### src/rtl/entropy_seq_ctrl.sv
// rtl/entropy_seq_ctrl.sv - JPEG entropy-decode sequencer: DC/AC phase, component/block walk, restarts, end of frame.
module entropy_seq_ctrl #(
    parameter int NUM_CH  = 3,
    parameter int MAX_BPC = 4,
    parameter int MCU_W   = 16,
    parameter int RI_W    = 16,
    localparam int CH_W   = (NUM_CH > 1) ? $clog2(NUM_CH) : 1,
    localparam int BPC_W  = $clog2(MAX_BPC + 1)
) (
    input  logic                    clk,
    input  logic                    rst,
    input  logic                    start,
    input  logic [CH_W:0]           cfg_num_ch,
    input  logic [NUM_CH*BPC_W-1:0] cfg_bpc,
    input  logic [MCU_W-1:0]        cfg_total_mcus,
    input  logic [RI_W-1:0]         cfg_restart_int,
    input  logic                    sym_valid,
    input  logic                    block_done,
    input  logic                    marker_seen,
    input  logic [2:0]              marker_idx,
    output logic [CH_W-1:0]         ch,
    output logic                    freq,
    output logic [NUM_CH-1:0]       dc_pred_clr,
    output logic                    resync_req,
    output logic                    busy,
    output logic                    frame_done,
    output logic [MCU_W-1:0]        mcu_cnt,
    output logic                    err
);

    typedef enum logic [2:0] {
        S_IDLE,
        S_DC,
        S_AC,
        S_RST_WAIT,
        S_DONE
    } state_t;

    state_t            state;
    logic [CH_W:0]     num_ch_q;
    logic [BPC_W-1:0]  bpc_q [NUM_CH];
    logic [MCU_W-1:0]  total_q;
    logic [RI_W-1:0]   ri_q;
    logic [BPC_W-1:0]  blk;
    logic [RI_W-1:0]   rst_cnt;
    logic [2:0]        exp_idx;

    logic [CH_W:0]     num_ch_fix;
    logic [BPC_W-1:0]  bpc_cur;
    logic              last_blk;
    logic              last_ch;
    logic [MCU_W-1:0]  mcu_next;
    logic [RI_W-1:0]   rst_next;

    // Out-of-range component counts are clamped so ch never indexes past the bpc table.
    always_comb begin
        num_ch_fix = cfg_num_ch;
        if (cfg_num_ch == '0)
            num_ch_fix = (CH_W+1)'(1);
        else if (cfg_num_ch > (CH_W+1)'(NUM_CH))
            num_ch_fix = (CH_W+1)'(NUM_CH);
    end

    always_comb begin
        bpc_cur = bpc_q[0];
        for (int i = 1; i < NUM_CH; i++)
            if (ch == CH_W'(i))
                bpc_cur = bpc_q[i];
    end

    assign last_blk = ({1'b0, blk} + (BPC_W+1)'(1)) >= {1'b0, bpc_cur};
    assign last_ch  = ({1'b0, ch} + (CH_W+1)'(1)) >= num_ch_q;
    assign mcu_next = mcu_cnt + MCU_W'(1);
    assign rst_next = rst_cnt + RI_W'(1);

    always_ff @(posedge clk) begin
        if (rst) begin
            state       <= S_IDLE;
            ch          <= '0;
            freq        <= 1'b0;
            dc_pred_clr <= '0;
            resync_req  <= 1'b0;
            busy        <= 1'b0;
            frame_done  <= 1'b0;
            mcu_cnt     <= '0;
            err         <= 1'b0;
            num_ch_q    <= '0;
            total_q     <= '0;
            ri_q        <= '0;
            blk         <= '0;
            rst_cnt     <= '0;
            exp_idx     <= '0;
            for (int i = 0; i < NUM_CH; i++)
                bpc_q[i] <= '0;
        end else begin
            dc_pred_clr <= '0;
            frame_done  <= 1'b0;
            if (marker_seen && state != S_RST_WAIT)
                err <= 1'b1;

            case (state)
                S_IDLE: begin
                    if (start) begin
                        num_ch_q <= num_ch_fix;
                        for (int i = 0; i < NUM_CH; i++)
                            bpc_q[i] <= (cfg_bpc[i*BPC_W +: BPC_W] == '0) ? BPC_W'(1)
                                                                          : cfg_bpc[i*BPC_W +: BPC_W];
                        total_q     <= (cfg_total_mcus == '0) ? MCU_W'(1) : cfg_total_mcus;
                        ri_q        <= cfg_restart_int;
                        ch          <= '0;
                        blk         <= '0;
                        mcu_cnt     <= '0;
                        rst_cnt     <= '0;
                        exp_idx     <= '0;
                        err         <= 1'b0;
                        freq        <= 1'b0;
                        busy        <= 1'b1;
                        dc_pred_clr <= '1;
                        state       <= S_DC;
                    end
                end
                S_DC: begin
                    if (block_done)
                        err <= 1'b1;
                    if (sym_valid) begin
                        freq  <= 1'b1;
                        state <= S_AC;
                    end
                end
                S_AC: begin
                    // A symbol arriving with block_done belongs to the block being closed.
                    if (block_done) begin
                        freq <= 1'b0;
                        if (!last_blk) begin
                            blk   <= blk + BPC_W'(1);
                            state <= S_DC;
                        end else if (!last_ch) begin
                            blk   <= '0;
                            ch    <= ch + CH_W'(1);
                            state <= S_DC;
                        end else begin
                            blk     <= '0;
                            ch      <= '0;
                            mcu_cnt <= mcu_next;
                            rst_cnt <= rst_next;
                            if (mcu_next == total_q) begin
                                frame_done <= 1'b1;
                                state      <= S_DONE;
                            end else if (ri_q != '0 && rst_next == ri_q) begin
                                resync_req <= 1'b1;
                                state      <= S_RST_WAIT;
                            end else begin
                                state <= S_DC;
                            end
                        end
                    end
                end
                S_RST_WAIT: begin
                    if (sym_valid || block_done)
                        err <= 1'b1;
                    if (marker_seen) begin
                        if (marker_idx != exp_idx)
                            err <= 1'b1;
                        dc_pred_clr <= '1;
                        rst_cnt     <= '0;
                        exp_idx     <= exp_idx + 3'd1;
                        resync_req  <= 1'b0;
                        state       <= S_DC;
                    end
                end
                S_DONE: begin
                    busy  <= 1'b0;
                    state <= S_IDLE;
                end
                default: state <= S_IDLE;
            endcase
        end
    end

endmodule
### config.mk
export PLATFORM = sky130hd
export DESIGN_NAME = entropy_seq_ctrl
export DESIGN_NICKNAME = d
export VERILOG_FILES = /design/src/rtl/entropy_seq_ctrl.sv
export SDC_FILE = /design/constraint.sdc
export NUM_CORES = 1
export LEC_CHECK = 0
export ABC_AREA = 1
export CAP_MARGIN = 20
export CORE_ASPECT_RATIO = 2
export CORE_MARGIN = 2
export CORE_UTILIZATION = 40
export DETAILED_ROUTE_END_ITERATION = 10
export SLEW_MARGIN = 20
export SYNTH_ARGS = -nofsm -noshare
export SYNTH_HDL_FRONTEND = slang
export SYNTH_SLANG_ARGS = --single-unit
### constraint.sdc
create_clock -name clk -period 2.92 [get_ports clk]
set_clock_uncertainty 0.2 [all_clocks]
set_input_delay 0.584 -clock clk [delete_from_list [all_inputs] [get_ports clk]]
set_output_delay 0.584 -clock clk [all_outputs]
set_load 0.02 [all_outputs]
==> results of run 1 <==
## power by group
| part | switching [mW] | internal, mW | total [mW] |
|---|---|---|---|
| registers | 0.307 | 1.61 | 1.92 |
| logic | 1.77 | 1.04 | 2.81 |
| clock network | 0.520 | 0.663 | 1.18 |
## worst paths after layout
kind	to	slack, ps	cells after the start
max	mcu_cnt[11]	230	16
min	num_ch_q[2]	250	2
max reg2reg	mcu_cnt[11]	230	16
min reg2reg	num_ch_q[2]	250	2
## Yosys cell counts, types with 2 or more instances
| library cell | instances |
|---|---|
| a211oi_1 | 21 |
| a211oi_2 | 4 |
| a21oi_1 | 34 |
| a21oi_2 | 2 |
| a31oi_1 | 14 |
| buf_2 | 2 |
| buf_4 | 3 |
| buf_6 | 5 |
| clkbuf_1 | 13 |
| clkinv_1 | 2 |
| dfxtp_1 | 84 |
| edfxtp_1 | 9 |
| ha_1 | 13 |
| inv_1 | 114 |
| inv_2 | 5 |
| nand2_1 | 224 |
| nand2_2 | 5 |
| nand2_4 | 2 |
| nand3_1 | 82 |
| nand4_1 | 21 |
| nor2_1 | 56 |
| nor2_2 | 12 |
| nor2_4 | 9 |
| nor3_1 | 7 |
| nor3b_1 | 4 |
| nor4_1 | 5 |
| o21ai_0 | 54 |
| xnor2_1 | 3 |
## worst min-delay path: stages, from the launching register on
cell and delay, ps:
dfxtp_1 300, inv_1 60, nor2_1 50
## final cells by class
cell class / instances / area (um^2) / area share, %
Multi-Input combinational cell: 587 / 3034 / 44.37
Sequential cell: 93 / 1952 / 28.55
Timing Repair Buffer: 93 / 905.9 / 13.25
Inverter: 122 / 460.4 / 6.734
Clock buffer: 10 / 229.0 / 3.349
Tap cell: 155 / 193.9 / 2.836
Clock inverter: 6 / 62.56 / 0.9149
## cell usage in the layout, fill, tap and decap left out, types with 12 or more instances in the layout
cell type        synthesis  final
a211oi_1                21     20
a21oi_1                 34     33
a31oi_1                 14     14
buf_4                    3     14
clkdlybuf4s50_1          0     78
dfxtp_1                 84     84
ha_1                    13     12
inv_1                  114    111
nand2_1                224    224
nand3_1                 82     82
nand4_1                 21     21
nor2_1                  56     55
nor2_2                  12     13
o21ai_0                 54     51
## state kept, by name, indices dropped and copies added, names as in the netlist
register	flops
mcu_cnt	16
busy	1
dc_pred_clr	1
freq	1
num_ch_q	3
blk	3
frame_done	1
bpc_q	9
exp_idx	3
ri_q	16
rst_cnt	16
resync_req	1
state	3
ch	2
err	1
total_q	16
## per-layer routing
layer | vias to the layer above | global-route usage (%)
li1 | 2887 | -
met1 | 2636 | 20.98
met2 | 150 | 42.78
met3 | 57 | 3.443
met4 | 0 | 14.11
met5 | - | 0
## repair_timing
item | in CTS | in global routing
endpoints found under the setup margin | 0 | 32
hold endpoints to repair | 0 | 0
gates resized for setup | 0 | 12
buffers inserted | 0 | 3
## metrics by stage
step                std cells  total power [mW]  cell area, um^2  hold slack, ps
detailed placement       1045             4.610             6481           242.7
floorplan                 823             3.750             5542           222.0
finish                   1066             5.910             6838           252.7
CTS                      1061             5.811             6773           255.3
global placement         1045             4.553             6481           234.7
global route             1066             6.332             6838           278.3
## cells by family (layout without fill, tap and decap cells)
kind of cell / count (synthesis) / count (layout) / synth area share [%]
AO/OA/AOI/OAI: 137 / 139 / 14.90
XOR/XNOR: 5 / 5 / 1.039
buffers and inverters: 145 / 231 / 10.79
flip-flops: 93 / 93 / 35.22
adder cells (fa/ha/maj): 13 / 13 / 2.935
AND/OR/NAND/NOR: 430 / 430 / 35.11
==> qor.txt, run 1 <==
PnR worst setup slack = 231.3 ps
First-pass GRT wire length = 25720 um
Die W = 87.23 um
Relative slew margins = 61.73%
CTS tree = built
Tmin final = 2689 ps
Req. time, crit path = 2990 ps
Syn_area_per_cell = 6.733 um^2
Vias in the first global route = 5667
I/O pins = 79
GPL Wtd Cong = 0.9178
DRT iter0 DRCs = 180
P per Cell Area = 864.4 nW/um^2
Number of port buffers = 78
Syn Inst Count = 823
Max Clk Rate = 371.9 MHz
CTS root buf = clkbuf_16
Worst setup startpoint = ch[0]
Synth unique cells = 42
Final Cycle Share = 92.08%
Core ar. = 13510 um^2
Fin nets = 972
Vias = 5730
Fin Setup TNS = 0 ps
DIE AREA = 14870 um^2
Pre-CTS setup slack = 47.34 ps
Ratio of cells with drive above 1 in the final layout = 9.111%
Status = finished clean
Num CTS Buffers = 9
Worst skew pair latency = 350 ps
Clock buffer depth = 2
Slew Limit Fails = 0
Initial Util = 41.01%
CTS Hold Bufs = 0
Final core utilization = 50.60%
Register area share after synthesis = 35.22%
Gr usage total = 22.31%
CP Cell Sequence = inv_1, ha_1, inv_2, o21ai_0, o21ai_1, ha_1, o21ai_1, nand2_1, nand2_1, nand4_1, buf_4, nand2_4, inv_4, o21ai_2, a31oi_1, a211oi_2
Synth top area cells = dfxtp_1 30%, nand2_1 15%, inv_1 7.7%, nand3_1 7.4%, edfxtp_1 4.9%
Initial antenna violation count = 0
Synth warn = 0
Register bit total from synthesis = 93
Min-delay worst type = reg2reg
Cell taking the most area after synthesis = dfxtp_1
Yosys top cell area share = 30.35%
Commonest register cell after synthesis = dfxtp_1
Slowest CP cell = dfxtp_1
Synthesis-to-finish area growth = 23.39%
Reg2reg start = ch[0]
Asr flop ratio synth = 0%
Vias per inst = 5.375
Row Count = 60
Buffers plus inverters on the worst setup path = 4
Slew @ Worst Pin = 571.8 ps
Met1 WL = 5943 um
Top delay family on crit path = compound AO/OA/AOI/OAI gates
HP Start = num_ch_q[2]
Die height = 170.5 um
# clock sinks = 93
Final-report hold violation count = 0
CP peak stage delay = 350 ps
Met2 WL = 9026 um
DRT Pass-1 Iters = 5
Mapped Area = 5542 um^2
Clk slew on worst S/H paths = 70 ps
Post-Syn Nets = 889
# DRC = 0
RSZ-0062 raised after global routing = false
Largest net degree at the start of global routing = 41
Uppermost layer routed = met4
HPWL after DPL = 12610 um
GR Overflow Total = 0
Final setup viols = 0
CP Class = reg2reg
Largest fanout on the critical path = 8
Critical Path AT = 2760 ps
Antenna Cells = 0
Pleak = 2.806 nW
Wire length on met3 = 507 um
DRT antenna net count = 0
MaxCap Viol Count = 0
Routed wire length = 16480 um
Fillers = 1407
Routed len/inst = 15.45 um
H-tree Lvls = 3
Maximum VDD drop = 0.0003828 V
Critical path startpoint category = register
Setup crit end kind = register
Post-synth EDFFs = 9
(Power assumes the default switching activity.)
==> run 2, diff against run 1 <==
==> constraint.sdc (replaced) <==
create_clock -name clk -period 3.4 [get_ports clk]
set_clock_uncertainty 0.2 [all_clocks]
set_input_delay 0.68 -clock clk [delete_from_list [all_inputs] [get_ports clk]]
set_output_delay 0.68 -clock clk [all_outputs]
set_load 0.02 [all_outputs]
==> run 2 against run 1 <==
Effect of this change:
- core utilization decreased by 0.81 points
- worst setup slack improved by 170 ps
- critical path depth unchanged
- first-iteration DRC count increased by 25%
- clock power decreased by 18%
- global-route usage fell by 0.076 points
- cell count fell by 0.75%
- final area is 1.6% lower
- fmax down 10%
- register-to-register slack improved by 170 ps
- highest routed layer unchanged
- non-clock buffer count is 6 lower
- largest cell class unchanged
- hold slack barely moved
==> qor.txt, run 2 (synthesis results as in run 1) <==
Status = finished clean
Largest net degree at the start of global routing = 32
CP Class = reg2reg
Worst skew pair latency = 340 ps
Die height = 170.5 um
Top delay family on crit path = compound AO/OA/AOI/OAI gates
DRT iter0 DRCs = 225
Final-report hold violation count = 0
Critical path startpoint category = register
Gr usage total = 22.23%
Uppermost layer routed = met4
DRT antenna net count = 0
Pleak = 2.763 nW
CTS tree = built
Final core utilization = 49.79%
Buffers plus inverters on the worst setup path = 3
Fin nets = 964
Routed wire length = 16320 um
Met1 WL = 5992 um
Commonest non-fill, non-tap cells in the layout = 224 x nand2_1, 114 x inv_1, 84 x dfxtp_1
CP peak stage delay = 400 ps
Req. time, crit path = 3460 ps
MaxCap Viol Count = 0
Commonest non-fill, non-tap cell in the layout = nand2_1
RSZ-0062 raised after global routing = false
Relative slew margins = 46.14%
Core ar. = 13510 um^2
Initial Util = 41.01%
GPL Wtd Cong = 0.8759
Tmin final = 3003 ps
Vias per inst = 5.319
Reg2reg start = ch[0]
Setup crit end kind = register
CTS Hold Bufs = 0
DIE AREA = 14870 um^2
Clk slew on worst S/H paths = 70 ps
Max Clk Rate = 333.0 MHz
Routed len/inst = 15.42 um
Sequential share of power = 34.0%
CP most frequent cell = o21ai_0
Die W = 87.23 um
DRT Pass-1 Iters = 5
Critical Path AT = 3060 ps
Fin Setup TNS = 0 ps
Number of port buffers = 78
Slowest CP cell = dfxtp_1
Sw Share = 44.77%
Slew Limit Fails = 0
Largest fanout on the critical path = 15
Int Pwr = 2.695 mW
Initial antenna violation count = 0
GR Overflow Total = 0
Final Cycle Share = 88.32%
Synthesis-to-finish area growth = 21.40%
Worst reg2reg path depth = 16
Final setup viols = 0
# DRC = 0
NetSw = 2.184 mW
Met2 WL = 8639 um
Reg2Reg Setup Slack = 400 ps
Hold endpoint = num_ch_q[2]
H-tree Lvls = 3
Slew @ Worst Pin = 804.9 ps
Ratio of cells with drive above 1 in the final layout = 7.641%
CTS root buf = clkbuf_16
Num CTS Buffers = 9
WHS Path Cells = 2
FF-to-FF End = rst_cnt[3]
P per Cell Area = 725.1 nW/um^2
Vias = 5628
First-pass GRT wire length = 25700 um
# clock sinks = 93
HP Start = num_ch_q[2]
Antenna Cells = 0
Maximum VDD drop = 0.0003358 V
CP Cell Sequence = inv_1, ha_1, inv_1, o21ai_0, o21ai_0, ha_1, o21ai_0, nand2_1, nand2_1, nand4_1, o21ai_0, nor3_2, nand2_4, buf_4, a31oi_1, a211oi_1
Comb power frac = 46.2%
Row Count = 60
Wire length on met3 = 623 um
Min-delay worst type = reg2reg
Vias in the first global route = 5537
Part of the power in the clock network = 19.8%
I/O pins = 79
HPWL after DPL = 12780 um
Clock buffer depth = 2
[run 2: changes by cell type in the layout (fill, tap and decap cells not counted), sizes merged]
cell	previous run	this run
clkinv	4	6
buf	15	9
clkbuf	10	9
o21ai	58	56
bufinv	1	0
[run 2: worst max path at each step]
| stage | startpoint | to | slack (ps) | cells after the start |
|---|---|---|---|---|
| final | ch[0] | rst_cnt[3] | 400 | 16 |
| after global routing | ch[0] | rst_cnt[3] | 60 | 16 |
| after CTS | ch[0] | rst_cnt[3] | 290 | 16 |
| after detailed placement | ch[0] | rst_cnt[3] | 340 | 16 |
| after global placement | ch[0] | rst_cnt[3] | 490 | 16 |
| after floorplan | ch[0] | rst_cnt[5] | 680 | 16 |
[run 2: stage by stage]
step	cells	setup slack (ps)	total power, mW	area [um^2]	hold WS [ps]
3_3_place_gp	1042	487.2	3.868	6446	233.7
4_1_cts	1058	294.7	4.900	6723	259.2
5_1_grt	1058	64.84	5.245	6728	297.6
3_5_place_dp	1042	335.8	3.918	6446	249.3
6_report	1058	397.2	4.878	6728	252.6
2_1_floorplan	823	684.3	3.221	5542	222.0
[run 2: power by group through the flow]
stage | logic, mW | clock network (mW) | registers [mW]
after CTS | 2.26 | 0.987 | 1.65
after global routing | 2.52 | 1.03 | 1.69
after global placement | 2.19 | 0 | 1.67
after floorplan | 1.51 | 0 | 1.71
after detailed placement | 2.24 | 0 | 1.68
final | 2.25 | 0.966 | 1.66
[run 2: metal layers]
layer | track usage [%] | up-vias
li1 | - | 2863
met1 | 21.94 | 2548
met2 | 41.59 | 165
met3 | 2.861 | 52
met4 | 14.65 | 0
met5 | 0 | -
[run 2: worst reg2reg max path: cells and delay by family (launching register included)]
family                     cells  cell delay [ps]
AOI/OAI and AO/OA              6              850
adders and majority gates      2              480
buffers and inverters          3              420
DFF                            1              400
and+or+nand+nor                5              570
[run 2: layout make-up]
cell class | count | area, um^2
inverters | 122 | 460.4
fillers | 1416 | 6785
multi-input cells | 585 | 2997
well taps | 155 | 193.9
repair buffers | 87 | 848.3
clock inverters | 7 | 51.30
flip-flops and latches | 93 | 1952
clock buffers | 9 | 225.2
[run 2: timing repair]
action	CTS	global route
hold endpoints to repair	0	0
setup endpoints to repair	0	5
buffers inserted	0	0
resized for setup	0	1
